==> src/rtl/xbar_pkg.sv <==
// Shared types and sizing for the 4-port crossbar scheduler.
package xbar_pkg;

    localparam int unsigned NUM_PORTS = 4;
    localparam int unsigned PORT_W    = $clog2(NUM_PORTS);

    typedef logic [PORT_W-1:0]    port_id_t;
    typedef logic [NUM_PORTS-1:0] dst_mask_t;

    // Port visited at position 'offset' of a scan starting at 'base'.
    function automatic port_id_t scan_port(port_id_t base, int unsigned offset);
        return port_id_t'((32'(base) + offset) % NUM_PORTS);
    endfunction

endpackage

==> src/rtl/out_channel_ctrl.sv <==
// One crossbar output: source select register, beat counter, active/last flags.
module out_channel_ctrl
    import xbar_pkg::*;
#(
    parameter int unsigned LEN_W = 4
) (
    input  logic              clk,
    input  logic              rst,
    input  logic              load,
    input  logic [PORT_W-1:0] src,
    input  logic [LEN_W-1:0]  len,
    output logic              active,
    output logic              last,
    output logic [PORT_W-1:0] sel
);

    logic [LEN_W-1:0] beat_cnt;

    // Final beat once the counter has run down on an active channel.
    assign last = active && (beat_cnt == '0);

    // Load on grant (back-to-back reload on the last beat), else count down and retire.
    always_ff @(posedge clk) begin
        if (rst) begin
            active   <= 1'b0;
            beat_cnt <= '0;
            sel      <= '0;
        end else if (load) begin
            active   <= 1'b1;
            sel      <= src;
            beat_cnt <= (len == '0) ? '0 : len - LEN_W'(1);
        end else if (last) begin
            active   <= 1'b0;
        end else if (active) begin
            beat_cnt <= beat_cnt - LEN_W'(1);
        end
    end

endmodule

==> src/rtl/xbar_output_scheduler.sv <==
// Crossbar scheduler: rotating-priority grant scan with output ownership and starvation reservation.
module xbar_output_scheduler
    import xbar_pkg::*;
#(
    parameter int unsigned LEN_W        = 4,
    parameter int unsigned STARVE_LIMIT = 8
) (
    input  logic                          clk,
    input  logic                          rst,
    input  logic [NUM_PORTS-1:0]          req,
    input  logic [NUM_PORTS*NUM_PORTS-1:0] req_dst,
    input  logic [NUM_PORTS*LEN_W-1:0]    req_len,
    output logic [NUM_PORTS-1:0]          grant,
    output logic [PORT_W-1:0]             common_ptr,
    output logic [NUM_PORTS*PORT_W-1:0]   mux_sel,
    output logic [NUM_PORTS-1:0]          out_active,
    output logic [NUM_PORTS-1:0]          out_last,
    output logic [NUM_PORTS-1:0]          urgent
);

    localparam int unsigned WAIT_W = $clog2(STARVE_LIMIT + 1);

    dst_mask_t        dst      [NUM_PORTS];
    logic [LEN_W-1:0] len      [NUM_PORTS];
    logic [WAIT_W-1:0] wait_cnt [NUM_PORTS];
    port_id_t         ld_src   [NUM_PORTS];
    logic [LEN_W-1:0] ld_len   [NUM_PORTS];
    dst_mask_t        out_free;
    dst_mask_t        reserved;
    dst_mask_t        claimed;
    dst_mask_t        load;
    logic             res_valid;
    port_id_t         res_port;
    port_id_t         rp;
    port_id_t         sp;

    // Unpack the flat per-port request buses.
    for (genvar p = 0; p < NUM_PORTS; p++) begin : g_unpack
        assign dst[p] = req_dst[p*NUM_PORTS +: NUM_PORTS];
        assign len[p] = req_len[p*LEN_W +: LEN_W];
    end

    // An output can take a new owner when idle or on its last beat.
    assign out_free = ~out_active | out_last;

    // Urgency once a requester has waited the full starvation limit.
    always_comb begin
        urgent = '0;
        for (int unsigned p = 0; p < NUM_PORTS; p++) begin
            urgent[p] = (wait_cnt[p] == WAIT_W'(STARVE_LIMIT));
        end
    end

    // First urgent port in scan order reserves its destination outputs.
    always_comb begin
        res_valid = 1'b0;
        res_port  = '0;
        reserved  = '0;
        rp        = '0;
        for (int unsigned i = 0; i < NUM_PORTS; i++) begin
            rp = scan_port(common_ptr, i);
            if (!res_valid && urgent[rp]) begin
                res_valid = 1'b1;
                res_port  = rp;
                reserved  = dst[rp];
            end
        end
    end

    // Rotating scan; a request wins only if all its outputs are free and unclaimed.
    always_comb begin
        grant   = '0;
        claimed = '0;
        sp      = '0;
        if (!rst) begin
            for (int unsigned i = 0; i < NUM_PORTS; i++) begin
                sp = scan_port(common_ptr, i);
                if (req[sp] && (dst[sp] != '0) &&
                    ((dst[sp] & ~out_free) == '0) &&
                    ((res_valid && (res_port == sp)) || ((dst[sp] & reserved) == '0)) &&
                    ((dst[sp] & claimed) == '0)) begin
                    grant[sp] = 1'b1;
                    claimed   = claimed | dst[sp];
                end
            end
        end
    end

    // Route each grant to the output channels in its destination mask.
    always_comb begin
        load = '0;
        for (int unsigned o = 0; o < NUM_PORTS; o++) begin
            ld_src[o] = '0;
            ld_len[o] = '0;
        end
        for (int unsigned p = 0; p < NUM_PORTS; p++) begin
            for (int unsigned o = 0; o < NUM_PORTS; o++) begin
                if (grant[p] && dst[p][o]) begin
                    load[o]   = 1'b1;
                    ld_src[o] = port_id_t'(p);
                    ld_len[o] = len[p];
                end
            end
        end
    end

    // Round-robin pointer and saturating per-port wait counters.
    always_ff @(posedge clk) begin
        if (rst) begin
            common_ptr <= '0;
            for (int unsigned p = 0; p < NUM_PORTS; p++) begin
                wait_cnt[p] <= '0;
            end
        end else begin
            common_ptr <= (common_ptr == PORT_W'(NUM_PORTS - 1)) ? '0 : common_ptr + PORT_W'(1);
            for (int unsigned p = 0; p < NUM_PORTS; p++) begin
                if (!req[p] || grant[p]) begin
                    wait_cnt[p] <= '0;
                end else if (!urgent[p]) begin
                    wait_cnt[p] <= wait_cnt[p] + WAIT_W'(1);
                end
            end
        end
    end

    for (genvar o = 0; o < NUM_PORTS; o++) begin : g_out
        out_channel_ctrl #(
            .LEN_W (LEN_W)
        ) u_out_channel_ctrl (
            .clk    (clk),
            .rst    (rst),
            .load   (load[o]),
            .src    (ld_src[o]),
            .len    (ld_len[o]),
            .active (out_active[o]),
            .last   (out_last[o]),
            .sel    (mux_sel[o*PORT_W +: PORT_W])
        );
    end

endmodule

==> config.mk <==
export PLATFORM = sky130hd
export DESIGN_NAME = xbar_output_scheduler
export DESIGN_NICKNAME = d
export VERILOG_FILES = /design/src/rtl/xbar_pkg.sv /design/src/rtl/out_channel_ctrl.sv /design/src/rtl/xbar_output_scheduler.sv
export SDC_FILE = /design/constraint.sdc
export NUM_CORES = 1
export LEC_CHECK = 0
export CAP_MARGIN = 40
export CORE_ASPECT_RATIO = 2
export CORE_MARGIN = 2
export CORE_UTILIZATION = 35
export DETAILED_ROUTE_END_ITERATION = 7
export GPL_ROUTABILITY_DRIVEN = 0
export PLACE_DENSITY = 0.57
export SLEW_MARGIN = 0
export SYNTH_ARGS = -nofsm -noshare
export SYNTH_HDL_FRONTEND = slang
export SYNTH_SLANG_ARGS = --single-unit
==> constraint.sdc <==
create_clock -name clk -period 6.41 [get_ports clk]
set_clock_uncertainty 0.05 [all_clocks]
set_input_delay 0.641 -clock clk [delete_from_list [all_inputs] [get_ports clk]]
set_output_delay 0.641 -clock clk [all_outputs]
set_load 0.05 [all_outputs]
==> reports/summary.txt <==
Status: finished, final reports clean
Crit end category: register
Synth top area share: 12.0%
# port buffers: 63
Synth cell types: 84
DRC viols: 0
Fraction of layout cells with a size suffix above 1: 14.8%
HP Class: reg -> reg
Drt pass-1 iters: 6
CTS Root Cell: clkbuf_16
Yosys warnings: 0
Die width: 88.5 um
Largest cells by area after synthesis: dfxtp_1 12%, edfxtp_1 9.6%, mux4_2 5.9%
Post-synth EDFFs: 16
ANT cells: 0
Vias per inst: 6.13
Leak: 2.27 nW
Filler cells: 1413
Cell count after synthesis: 609
Leading cell types by count after synthesis: 60 x nor2_1, 50 x nand2_1, 40 x inv_1
# IOs: 64
WP data arrival: 6.08 ns
Setup CP Type: reg -> reg
Fmax: 0.169 GHz
Num CTS Buffers: 5
Area taken by multi-input logic gates: 3590 um2
Core ar.: 14000 um2
Number of synthesized register bits: 46
Final ANT Viol Nets: 0
Max_cap viols: 0
Sequential fraction of the synthesis area: 21.6%
Cts hold-fix bufs: 0
Period Utilization, post-route: 92.4%
Floorplan row count: 61
Worst-Skew Late Latency: 0.30 ns
CTS tree: yes
CP startpoint kind: register
Maximum vdd drop: 0.172 mV
Die area: 15300 um2
Pwr Total: 1.95 mW
Total Routing Usage GR: 22.7%
First-pass GRT wire length: 27200 um
Rel. slew slack: 37.8%
Worst-Margin Slew: 0.931 ns
Cell with the most instances after synthesis: nor2_1
DP Wirelength: 13600 um
Largest area contributor in the netlist: dfxtp_1
Total Wirelength: 17200 um
Crit Path Max Fanout: 20
Clk pin slew, worst setup/hold paths: 0.07 ns
Worst EP required: 6.57 ns
Setup TNS: 0 ns
Clock tree buffer depth: 2
Total grt overflow: 0
Pwr/cell area: 327 nW/um2
Synthesized Nets: 666
RSZ-0062 raised after global routing: no
Fin crit period: 5.92 ns
Routed len/inst: 20.2 um
Mapped Area: 5000 um2
Area growth syn-to-layout: 19.6%
Async SR Flop Fraction: 0%
Initial Util: 35.8%
Htree depth: 2
Largest net degree at the start of global routing: 33
Die H: 173 um
Top FF cell, synth: dfxtp_1
Layout Nets: 720
Initial antenna violation count: 0
Mapped Avg Cell Area: 8.20 um2
Register area: 1080 um2
DRT iter0 DRCs: 474
Hold violation total from the final report: 0
Max Slew Vio Count: 0
Post-CTS Setup Inserts: 0
WHS: 0.424 ns
Final setup fails: 0
Sink Count: 46
Number of global-route vias before repair: 5101
Vias: 5226
layer usage:
metal	up-vias	GRT usage (%)	share of wire [%]
li1	2409	-	-
met1	2490	24.8	35
met2	256	41.0	53
met3	71	2.72	5.9
met4	0	11.9	6.0
met5	-	0	0
final timing paths:
kind / from / endpoint / slack [ns] / cells after the start
hold / removal: g_out[1].u_out_channel_ctrl.sel[1] / g_out[1].u_out_channel_ctrl.sel[1] / 0.42 / 2
setup reg to reg: common_ptr[0] / g_out[3].u_out_channel_ctrl.beat_cnt[2] / 0.49 / 18
setup / recovery: common_ptr[0] / g_out[3].u_out_channel_ctrl.beat_cnt[2] / 0.49 / 18
hold reg to reg: g_out[1].u_out_channel_ctrl.sel[1] / g_out[1].u_out_channel_ctrl.sel[1] / 0.42 / 2
registers in the layout, indices dropped and copies added (netlist names):
signal and flops:
wait_cnt 16, g_out.u_out_channel_ctrl.active 4, common_ptr 2, g_out.u_out_channel_ctrl.sel 8, g_out.u_out_channel_ctrl.beat_cnt 16
where the power goes:
group	leakage, nW	internal, mW	switching (mW)
Sequential	0.442	0.373	0.0548
Combinational	1.76	0.469	0.784
Clock	0.0663	0.145	0.129
final cells by class:
| type | count | area share [%] |
|---|---|---|
| Multi-Input combinational cell | 489 | 60.0 |
| Inverter | 45 | 2.87 |
| Clock buffer | 5 | 2.09 |
| Sequential cell | 46 | 18.1 |
| Timing Repair Buffer | 76 | 12.6 |
| Tap cell | 189 | 3.96 |
| Clock inverter | 3 | 0.314 |
critical path, cell delays in order, from the launching register on:
cell,delay (ns)
dfxtp_1,0.33
inv_1,0.12
ha_1,0.53
a21oi_1,0.65
a221oi_1,0.19
a21oi_1,0.44
nor3_1,0.12
nand3b_1,0.18
a32oi_1,0.40
or4_1,0.20
o2111ai_2,0.28
a211oi_1,0.41
a22o_1,0.26
buf_4,0.29
a41oi_1,0.15
a222oi_1,0.56
nand2_1,0.10
mux2_4,0.28
a221oi_2,0.26
layout by cell type, fill, tap and decap left out, types with 18 or more instances in the layout:
cell             instances
nor2_1                  60
clkdlybuf4s50_1         59
nand2_1                 50
inv_1                   40
a21oi_1                 34
dfxtp_1                 30
nand3_1                 23
nand4_1                 20
ha_1                    19
mux2i_1                 18
cells by family after synthesis:
| group | count (synthesis) | share of synthesized area [%] |
|---|---|---|
| AO/OA/AOI/OAI | 173 | 26.7 |
| XOR/XNOR | 14 | 2.45 |
| multiplexers | 43 | 12.2 |
| buffers and inverters | 74 | 6.69 |
| adder cells (fa/ha/maj) | 19 | 4.76 |
| AND/OR/NAND/NOR | 240 | 25.5 |
| flip-flops | 46 | 21.6 |
timing repair:
item                                    in CTS  in global routing
gates resized for setup                      0                  1
endpoints found under the hold margin        0                  0
endpoints found under the setup margin       0                  1
stage by stage:
step                setup WS [ns]  cells  cell area (um2)  util (%)
finish                      0.488    853             5980      42.8
global route                0.121    853             5980      42.8
CTS                         0.509    852             5960      42.7
detailed placement          0.415    844             5820      41.7
global placement            0.559    844             5820      41.7
floorplan                   0.564    609             5000         -
Power figures use the tool's default switching activity.
